**src/rtl/decode_exec_unit.sv**
```systemverilog
// decode_exec_unit: D-stage decoder, D->E control register and E-stage
// integer / single-precision FP execute with next-PC select.
module decode_exec_unit #(
  parameter int WIDTH = 32
) (
  input  logic             clk,
  input  logic             rst,
  input  logic [31:0]      instr,
  input  logic             stall,
  input  logic             flush,
  input  logic [WIDTH-1:0] src_a,
  input  logic [WIDTH-1:0] src_b,
  output logic [3:0]       alu_ctrl_d,
  output logic             alu_src_d,
  output logic [2:0]       imm_src_d,
  output logic             reg_write_d,
  output logic             mem_we_d,
  output logic             is_load_d,
  output logic             result_src_d,
  output logic             wd3_src_d,
  output logic             branch_d,
  output logic             exit_d,
  output logic [1:0]       jump_d,
  output logic             float_alu_d,
  output logic             float_write_d,
  output logic [1:0]       float_read_d,
  output logic [WIDTH-1:0] alu_result_e,
  output logic             eq_e,
  output logic             cmp_e,
  output logic [1:0]       pc_src_e,
  // D->E register contents {alu_ctrl, alu_src, float_alu, branch, jump}
  output logic [8:0]       e_state
);
  localparam logic [4:0] OP_R    = 5'b00001, OP_I   = 5'b00010, OP_LW  = 5'b00011;
  localparam logic [4:0] OP_SW   = 5'b00100, OP_BEQ = 5'b00101, OP_JMP = 5'b00110;
  localparam logic [4:0] OP_CALL = 5'b00111, OP_RET = 5'b01000, OP_FR  = 5'b01001;
  localparam logic [4:0] OP_FLW  = 5'b01010, OP_FSW = 5'b01011, OP_EXIT = 5'b11111;
  localparam logic [31:0] QNAN = 32'h7FC0_0000;

  logic [4:0] opcode;
  logic [3:0] funct;
  assign opcode = instr[31:27];
  assign funct  = instr[26:23];

  // Combinational decode; anything not set for an opcode stays 0.
  always_comb begin
    alu_ctrl_d = 4'd0; alu_src_d = 1'b0; imm_src_d = 3'd0; reg_write_d = 1'b0;
    mem_we_d = 1'b0; is_load_d = 1'b0; result_src_d = 1'b0; wd3_src_d = 1'b0;
    branch_d = 1'b0; exit_d = 1'b0; jump_d = 2'b00; float_alu_d = 1'b0;
    float_write_d = 1'b0; float_read_d = 2'b00;
    case (opcode)
      OP_R:    begin alu_ctrl_d = funct; reg_write_d = 1'b1; end
      OP_I:    begin alu_ctrl_d = funct; alu_src_d = 1'b1; reg_write_d = 1'b1; end
      OP_LW, OP_FLW: begin
        alu_src_d = 1'b1; reg_write_d = 1'b1; is_load_d = 1'b1; result_src_d = 1'b1;
        float_write_d = (opcode == OP_FLW);
      end
      OP_SW, OP_FSW: begin
        alu_src_d = 1'b1; imm_src_d = 3'b001; mem_we_d = 1'b1;
        float_read_d = (opcode == OP_FSW) ? 2'b10 : 2'b00;
      end
      OP_BEQ:  begin alu_ctrl_d = 4'd1; branch_d = 1'b1; imm_src_d = 3'b010; end
      OP_JMP:  begin jump_d = 2'b10; imm_src_d = 3'b011; end
      OP_CALL: begin jump_d = 2'b10; imm_src_d = 3'b011; reg_write_d = 1'b1; wd3_src_d = 1'b1; end
      OP_RET:  begin alu_src_d = 1'b1; jump_d = 2'b11; end
      OP_FR: begin
        float_alu_d = 1'b1; alu_ctrl_d = funct; float_read_d = 2'b01; reg_write_d = 1'b1;
        // FP compares produce an integer flag, so they target the int regfile
        float_write_d = !((funct == 4'h3) || (funct == 4'h4) || (funct == 4'h5));
      end
      OP_EXIT: exit_d = 1'b1;
      default: ;
    endcase
  end

  logic [3:0] alu_ctrl_q;
  logic       alu_src_q, float_alu_q, branch_q;
  logic [1:0] jump_q;

  // D->E register: flush beats stall, stall holds, else capture.
  always_ff @(posedge clk or negedge rst) begin
    if (!rst) begin
      alu_ctrl_q <= 4'd0; alu_src_q <= 1'b0; float_alu_q <= 1'b0; branch_q <= 1'b0; jump_q <= 2'b00;
    end else if (flush) begin
      alu_ctrl_q <= 4'd0; alu_src_q <= 1'b0; float_alu_q <= 1'b0; branch_q <= 1'b0; jump_q <= 2'b00;
    end else if (!stall) begin
      alu_ctrl_q <= alu_ctrl_d; alu_src_q <= alu_src_d; float_alu_q <= float_alu_d;
      branch_q <= branch_d; jump_q <= jump_d;
    end
  end

  assign e_state = {alu_ctrl_q, alu_src_q, float_alu_q, branch_q, jump_q};

  // ---------------- FP helpers (subnormals flush to zero, round toward zero)
  function automatic logic is_nan(input logic [31:0] x);
    return (x[30:23] == 8'hFF) && (x[22:0] != 23'd0);
  endfunction
  function automatic logic is_inf(input logic [31:0] x);
    return (x[30:23] == 8'hFF) && (x[22:0] == 23'd0);
  endfunction
  function automatic logic is_zero(input logic [31:0] x);
    return (x[30:23] == 8'd0);
  endfunction
  // Exponent range check: below 1 becomes signed zero, 255 and up becomes infinity.
  function automatic logic [31:0] pack(input logic s, input int e, input logic [22:0] f);
    if (e <= 0) return {s, 31'd0};
    else if (e >= 255) return {s, 8'hFF, 23'd0};
    else return {s, e[7:0], f};
  endfunction
  // Totally ordered integer key; both zeros map to 0 so +0 == -0.
  function automatic logic signed [31:0] fp_key(input logic [31:0] x);
    logic signed [31:0] mag;
    mag = signed'({1'b0, x[30:0]});
    if (is_zero(x)) return 32'sd0;
    return x[31] ? -mag : mag;
  endfunction

  function automatic logic [31:0] fp_add(input logic [31:0] a, input logic [31:0] b);
    logic [31:0] x, y;
    logic [27:0] mx, my, sum, norm;
    logic [7:0]  d;
    logic        sticky;
    int          p;
    if (is_nan(a) || is_nan(b)) return QNAN;
    if (is_inf(a) && is_inf(b)) return (a[31] == b[31]) ? a : QNAN;
    if (is_inf(a)) return a;
    if (is_inf(b)) return b;
    if (is_zero(a) && is_zero(b)) return {a[31] & b[31], 31'd0};
    if (is_zero(a)) return b;
    if (is_zero(b)) return a;
    if (a[30:0] >= b[30:0]) begin x = a; y = b; end
    else begin x = b; y = a; end
    d  = x[30:23] - y[30:23];
    // hidden bit at [26], carry room at [27], three guard bits with sticky at [0]
    mx = {2'b01, x[22:0], 3'b000};
    my = {2'b01, y[22:0], 3'b000};
    if (d >= 8'd27) my = 28'd1;
    else begin
      sticky = |(my & ((28'd1 << d) - 28'd1));
      my = (my >> d) | {27'd0, sticky};
    end
    sum = (x[31] == y[31]) ? (mx + my) : (mx - my);
    if (sum == 28'd0) return 32'd0;
    p = 0;
    for (int i = 0; i < 28; i++) if (sum[i]) p = i;
    norm = sum << (27 - p);
    return pack(x[31], int'(x[30:23]) + p - 26, norm[26:4]);
  endfunction

  function automatic logic [31:0] fp_mul(input logic [31:0] a, input logic [31:0] b);
    logic [47:0] ma, mb, prod;
    logic        s;
    int          e;
    s = a[31] ^ b[31];
    if (is_nan(a) || is_nan(b)) return QNAN;
    if ((is_inf(a) && is_zero(b)) || (is_zero(a) && is_inf(b))) return QNAN;
    if (is_inf(a) || is_inf(b)) return {s, 8'hFF, 23'd0};
    if (is_zero(a) || is_zero(b)) return {s, 31'd0};
    ma   = {24'd0, 1'b1, a[22:0]};
    mb   = {24'd0, 1'b1, b[22:0]};
    prod = ma * mb;
    e    = int'(a[30:23]) + int'(b[30:23]) - 127;
    if (prod[47]) return pack(s, e + 1, prod[46:24]);
    return pack(s, e, prod[45:23]);
  endfunction

  logic [31:0] int_result, fp_result;
  logic        fp_cmp, any_nan;
  logic signed [31:0] key_a, key_b;

  assign eq_e    = (src_a == src_b);
  assign any_nan = is_nan(src_a) || is_nan(src_b);
  assign key_a   = fp_key(src_a);
  assign key_b   = fp_key(src_b);

  // Integer ALU.
  always_comb begin
    int_result = 32'd0;
    case (alu_ctrl_q)
      4'h0: int_result = src_a + src_b;
      4'h1: int_result = src_a - src_b;
      4'h2: int_result = src_a & src_b;
      4'h3: int_result = src_a | src_b;
      4'h4: int_result = src_a ^ src_b;
      4'h5: int_result = src_a << src_b[4:0];
      4'h6: int_result = src_a >> src_b[4:0];
      4'h7: int_result = $signed(src_a) >>> src_b[4:0];
      4'h8: int_result = {31'd0, $signed(src_a) < $signed(src_b)};
      4'h9: int_result = {31'd0, src_a < src_b};
      4'hA: int_result = src_a * src_b;
      4'hB: int_result = src_b;
      default: int_result = 32'd0;
    endcase
  end

  // FP ALU; compares return 0/1 and are forced to 0 on any NaN.
  always_comb begin
    fp_result = 32'd0;
    fp_cmp    = 1'b0;
    case (alu_ctrl_q)
      4'h0: fp_result = fp_add(src_a, src_b);
      4'h1: fp_result = fp_add(src_a, {~src_b[31], src_b[30:0]});
      4'h2: fp_result = fp_mul(src_a, src_b);
      4'h3: fp_cmp = !any_nan && (key_a == key_b);
      4'h4: fp_cmp = !any_nan && (key_a <  key_b);
      4'h5: fp_cmp = !any_nan && (key_a <= key_b);
      4'h6: fp_result = any_nan ? QNAN : ((key_a < key_b) ? src_a : src_b);
      4'h7: fp_result = any_nan ? QNAN : ((key_a > key_b) ? src_a : src_b);
      // sign manipulations are pure bit operations
      4'h8: fp_result = {~src_a[31], src_a[30:0]};
      4'h9: fp_result = {1'b0, src_a[30:0]};
      default: fp_result = 32'd0;
    endcase
    if ((alu_ctrl_q == 4'h3) || (alu_ctrl_q == 4'h4) || (alu_ctrl_q == 4'h5))
      fp_result = {31'd0, fp_cmp};
  end

  assign alu_result_e = float_alu_q ? fp_result : int_result;
  assign cmp_e        = float_alu_q & fp_cmp;

  // Next-PC select: RET target, then jump, then taken branch.
  always_comb begin
    pc_src_e = 2'b00;
    if (jump_q == 2'b11)          pc_src_e = 2'b10;
    else if (jump_q == 2'b10)     pc_src_e = 2'b01;
    else if (branch_q && eq_e)    pc_src_e = 2'b01;
  end
endmodule

```
**config.mk**
```make
export PLATFORM = sky130hd
export DESIGN_NAME = decode_exec_unit
export DESIGN_NICKNAME = d
export VERILOG_FILES = /design/src/rtl/decode_exec_unit.sv
export SDC_FILE = /design/constraint.sdc
export NUM_CORES = 2
export LEC_CHECK = 0
export BUFFER_PORTS_ARGS = -buffer_cell sky130_fd_sc_hd__buf_2
export CELL_PAD_IN_SITES_DETAIL_PLACEMENT = 0
export CELL_PAD_IN_SITES_GLOBAL_PLACEMENT = 2
export CORE_ASPECT_RATIO = 2
export CORE_MARGIN = 8
export CORE_UTILIZATION = 40
export CTS_BUF_LIST = sky130_fd_sc_hd__clkbuf_4
export DETAILED_ROUTE_END_ITERATION = 10
export PLACE_DENSITY_LB_ADDON = 0.05
export SLEW_MARGIN = 10
export SYNTH_ARGS = -nofsm -noshare
export SYNTH_HDL_FRONTEND = slang
export SYNTH_SLANG_ARGS = --single-unit
```
**constraint.sdc**
```tcl
create_clock -name clk -period 22.4 [get_ports clk]
set_clock_uncertainty 0.15 [all_clocks]
set_input_delay 1.12 -clock clk [delete_from_list [all_inputs] [get_ports clk]]
set_output_delay 1.12 -clock clk [all_outputs]
set_load 0.02 [all_outputs]
```
* Word-level counts from Yosys, hierarchy flattened *
Index checks and enable logic that the tools add are counted.

storage, ports and cells
  register bits = 9
  latch bits = 0
  RAM bits = 0
  memory bits (read-only) = 0
  input port bits = 100
  output and inout port bits = 66
  word-level logic and storage cells = 480
  memories = 0

cells by class
  add/sub/neg operators = 21
  multiply operators = 2
  divide/modulo/power cells = 0
  $lt $le $gt $ge = 16
  equality and inequality tests = 37
  shift operators = 9
  muxes and demuxes = 338
  bitwise logic cells = 13
  reductions and logical operators = 39

operator list
  kind                   count
  $mux 32                178
  $mux 28                20
  $pmux 32 s12           1
  $mux 31                8
  $pmux 32 s7            1
  $mux 1                 118
  $lt 32x32->1           3
  $add 9x32->32          2
  $eq 32x32->1           2
  $ge 32x9->1 const B    2
  $le 32x1->1 const B    2
  $neg 31->32            2
  $shl 28x32->27         2
  $sub 32x6->32 const B  2
  $sub 6x32->32 const A  2
  $add 27x28->28         2
  $and 27x28->28         2
  $logic_not 28->1       2
  $or 28x1->28           2
  $reduce_or 28->1       2
  $shl 1x8->28 const A   2
  $shr 27x8->28          2
  $sub 27x28->28         2
  $sub 28x1->28 const B  2
  55 further kinds       112

* Longest topological paths before layout *
  word-level depth = 109
  gate-level depth with buffers = 79
  depth with buffers taken out = 62

* Worst setup path before layout *
OpenSTA, ideal clock, no wires.

  kind = input to output
  from = input src_b[2]
  to = output alu_result_e[7]
  arrival time = 16.326 ns
  data required time = 21.130 ns
  path slack = 4.804 ns
  stages = 74
  path buffers = 18
  cell sequence = clkbuf_1 -> inv_2 -> buf_1 -> buf_1 -> clkbuf_1 -> clkbuf_1 -> buf_1 -> ha_1 -> buf_4 -> nor3_1 -> nand2_1 -> or4_4 -> o211a_2 -> nand3_2 -> buf_2 -> clkbuf_1 -> clkbuf_1 -> mux2i_1 -> [... 38 more ...] -> a21o_1 -> a21oi_1 -> o21bai_1 -> a21oi_1 -> o21bai_1 -> a21oi_1 -> ha_1 -> inv_1 -> a2111oi_0 -> and3_1 -> nand3_1 -> mux2i_1 -> nor2_1 -> or2_2 -> clkbuf_1 -> o21ai_0 -> a311oi_1 -> o32ai_1

between the ends
  word-level cells in the longest chain between the ends = 79
  elaborated cells on any way between the ends = 306
  those cells by class = add/sub: 17; mul: 2; order compare: 9; eq/ne: 2; shift: 9; mux: 250; bitwise: 4; reduce/logical: 13

ends and longest elaborated chain
  element               RTL line  source
  from (decl)           12        input logic [WIDTH-1:0] src_b,
  $ge 31x31->1          131       if (a[30:0] >= b[30:0]) begin x = a; y = b; end
  $mux 32 (2 in a row)  131
  $mux 32               130       if (is_zero(b)) return a;
  $mux 32               129       if (is_zero(a)) return b;
  $mux 32               128       if (is_zero(a) && is_zero(b)) return {a[31] & b[31], 31'd0};
  $mux 32               127       if (is_inf(b)) return b;
  $mux 32               126       if (is_inf(a)) return a;
  $mux 32               125       if (is_inf(a) && is_inf(b)) return (a[31] == b[31]) ? a : QNAN;
  [... 62 more ...]     n/a
  $mux 32               129
  $mux 32               128
  $mux 32               127
  $mux 32               126
  $mux 32               125
  $pmux 32 s7           200       case (alu_ctrl_q)
  $mux 32               214       if ((alu_ctrl_q == 4'h3) || (alu_ctrl_q == 4'h4) || (alu_ctrl_q == 4'h5))
  $mux 32 *             218       assign alu_result_e = float_alu_q ? fp_result : int_result;
  to (decl)             27        output logic [WIDTH-1:0] alu_result_e,

Every way passes the cells marked *; elsewhere a longest branch is shown, timed or not. The select of a mux whose other input is x is not followed.

* Final worst setup path *
  from = input src_b[26]
  to = output alu_result_e[3]

between the ends
  word-level cells in the longest chain between the ends = 79
  elaborated cells on any way between the ends = 333
  those cells by class = add/sub: 18; order compare: 13; eq/ne: 3; shift: 6; mux: 274; bitwise: 4; reduce/logical: 15

ends and longest elaborated chain
  element               RTL line
  $ge 31x31->1          131
  $mux 32 (2 in a row)  131
  $mux 32               130
  $mux 32               129
  $mux 32               128
  $mux 32               127
  $mux 32               126
  $mux 32               125
  [... 62 more ...]     n/a
  $mux 32               129
  $mux 32               128
  $mux 32               127
  $mux 32               126
  $mux 32               125
  $pmux 32 s7 *         200
  $mux 32 *             214
  $mux 32 *             218

Marks and branches as above.

==> impl_metrics.env <==
export IMPL_critPathLaunchType="input pin"
export IMPL_r2r_start="alu_ctrl_q[0]"
export IMPL_relSlewSlack=0.001175
export IMPL_nets=8900
export IMPL_cp_end_kind="output port"
export IMPL_die_h_um=550.1
export IMPL_dp_hpwl_um=239900
export IMPL_fillers=14820
export IMPL_slowest_delay_ns=0.86
export IMPL_crit_type="in -> out"
export IMPL_postSynthCellCount=7502
export IMPL_detailedPlace_worstSlack_ns=2.717
export IMPL_cts_buffer_depth=2
export IMPL_drtAntennaViolNets=0
export IMPL_max_freq_ghz=0.04909
export IMPL_grt_total_usage=0.3766
export IMPL_clk_pin_slew_ns=0.07
export IMPL_status="finished with violations"
export IMPL_ys_seq_area_frac=0.003947
export IMPL_syn_cell_area_mm2=0.05706
export IMPL_place_gp_congestion=1.057
export IMPL_synth_edf_count=0
export IMPL_hold_start="branch_q"
export IMPL_rows=196
export IMPL_multi_input_area_mm2=0.05017
export IMPL_port_buffers=141
export IMPL_drt_total_wl_um=302100
export IMPL_path_common_cell="a21oi_1"
export IMPL_clock_latency_ns=0.26
export IMPL_cts_made_buffers=3
export IMPL_drtIter0Drc=6988
export IMPL_tightest_slew_ns=1.483
export IMPL_synth_area_leaders="fa_1 (32%), ha_1 (11%), inv_1 (8.3%)"
export IMPL_violations="capacitance limit"
export IMPL_yosysWarnings=0
export IMPL_htree_levels=1
export IMPL_met3WireLength_um=27550
export IMPL_slew_viol_final=0
export IMPL_layout_drive_gt1_share=0.07257
export IMPL_cts_tree="done"
export IMPL_cts_setup_buffers=0
export IMPL_synth_area_per_cell_um2=7.606
export IMPL_drt_pass1_iterations=6
export IMPL_synthesis_nets=9015
export IMPL_vias=57880
export IMPL_drv_cap=1
export IMPL_cts_hold_buf=0
export IMPL_synth_seq_cells=9
export IMPL_antenna_found_initial=33
export IMPL_fin_cells=9281
export IMPL_die_area_mm2=0.1557
export IMPL_area_growth_syn_to_layout_pct=5.205
export IMPL_grt_overflow_total=0
export IMPL_startpoint="src_b[26]"
export IMPL_start_util=0.4019
export IMPL_dieWidth_um=283.1
export IMPL_tns_ns=0
export IMPL_synth_most_common_cell="inv_1"
export IMPL_worstPathRequired_ns=21.13
export IMPL_drc=0
export IMPL_cts_sinks=9
export IMPL_ys_types=120
export IMPL_wl_met2_um=131700
export IMPL_post_cts_resize_count=0
export IMPL_synth_top_area_frac=0.3161
export IMPL_cp_max_fo=41
export IMPL_setup_viol=0
export IMPL_hp_class="reg -> reg"
export IMPL_viasPerCell=6.237
export IMPL_core_area_mm2=0.1420
export IMPL_grt_start_max_net_pins=94
export IMPL_cts_root_buf="clkbuf_4"
export IMPL_dp_cells=9263
export IMPL_m1WireLength_um=117100
export IMPL_yosysTopAreaCell="fa_1"
export IMPL_fin_crit_sh=0.9094
export IMPL_crit_arrival_ns=19.10
export IMPL_slowest_stage="a221oi_1"
export IMPL_grt_first_pass_wirelength_um=429100
export IMPL_io_pins=166
export IMPL_top_layer_used="met5"
export IMPL_fin_crit_ns=20.37
export IMPL_synth_common_cells="inv_1 (1259), fa_1 (901), nor2_1 (774)"
export IMPL_hold_violations=0
export IMPL_rsz0062_at_grt="no"
export IMPL_layout_setup_ws_ns=2.029
export IMPL_grt_pass1_vias=58010
export IMPL_async_flop_share=1.000
export IMPL_post_drt_wl_per_cell_um=32.55
export IMPL_synth_ff_type="dfrtp_1"
export IMPL_register_area_um2=226.5
registers in the layout, summed over array words and instances, names as in the netlist:
register,flops
alu_src_q,1
jump_q,2
alu_ctrl_q,4
float_alu_q,1
branch_q,1
metrics by stage:
step                instance area (um2)  hold WS, ns  utilization
detailed placement                59970       0.4005       0.4223
global placement                  59970       0.3591       0.4223
global route                      60000       0.4637       0.4225
floorplan                         57060       0.3411            -
finish                            60030       0.4145       0.4228
CTS                               60000       0.4166       0.4225
metal layers:
layer | global-route usage | vias to the layer above
li1 | - | 24580
met1 | 0.4750 | 29080
met2 | 0.5841 | 3359
met3 | 0.07531 | 839
met4 | 0.2471 | 22
met5 | 0 | -
cell type report:
class	instances	share of cell area
clock buffers	4	0.0005002
well taps	1881	0.03920
multi-input cells	5722	0.8357
flip-flops and latches	9	0.003772
repair buffers	358	0.03939
inverters	1293	0.08087
diodes	14	0.0005836
cells in the final DEF (no fill, tap or decap), types with 36 or more instances in the layout:
cell and instances:
a211oi_1 51, a21o_1 64, a21oi_1 390, a221oi_1 51, a22oi_1 43, a31oi_1 69, buf_2 139, buf_4 217
fa_1 901, ha_1 510, inv_1 1255, mux2_2 39, mux2i_1 213, nand2_1 739, nand2b_1 44, nand3_1 153
nand4_1 59, nor2_1 771, nor2b_1 42, nor3_1 121, o211ai_1 67, o21ai_0 384, o21bai_1 36, o22ai_1 47
o31ai_1 45, xnor2_1 241, xor2_1 36
cells by family (layout without fill, tap and decap cells):
group | count (synthesis) | in the layout | share of synthesized area
simple gates | 2164 | 2164 | 0.1682
buf+inv | 1771 | 1655 | 0.1185
compound gates | 1589 | 1589 | 0.1838
fa+ha+maj | 1413 | 1413 | 0.4284
xor+xnor | 280 | 280 | 0.04311
mux | 275 | 275 | 0.05398
flops | 9 | 9 | 0.003947
other cells | 1 | 15 | 0.00006572
worst paths after layout:
check	slack, ns	endpoint	cells past startpoint
max in group asynchronous	21.34	alu_ctrl_q[0]	1
min	0.41	branch_q	2
max reg2reg	20.45	alu_ctrl_q[0]	3
min in group asynchronous	0.55	branch_q	1
max	2.03	alu_result_e[3]	57
min reg2reg	0.41	branch_q	2
critical path, delay by kind of cell:
family                   cells  cell delay [ns]
AO/OA/AOI/OAI               28             7.90
multiplexers                 2             0.84
adder cells (fa/ha/maj)      5             1.77
AND/OR/NAND/NOR             12             4.27
XOR/XNOR                     1             0.20
buffers and inverters        9             2.90
Power is left out: the tool's default activity adds up to more than one toggle a clock period on the data nets, which glitch-free logic cannot reach.
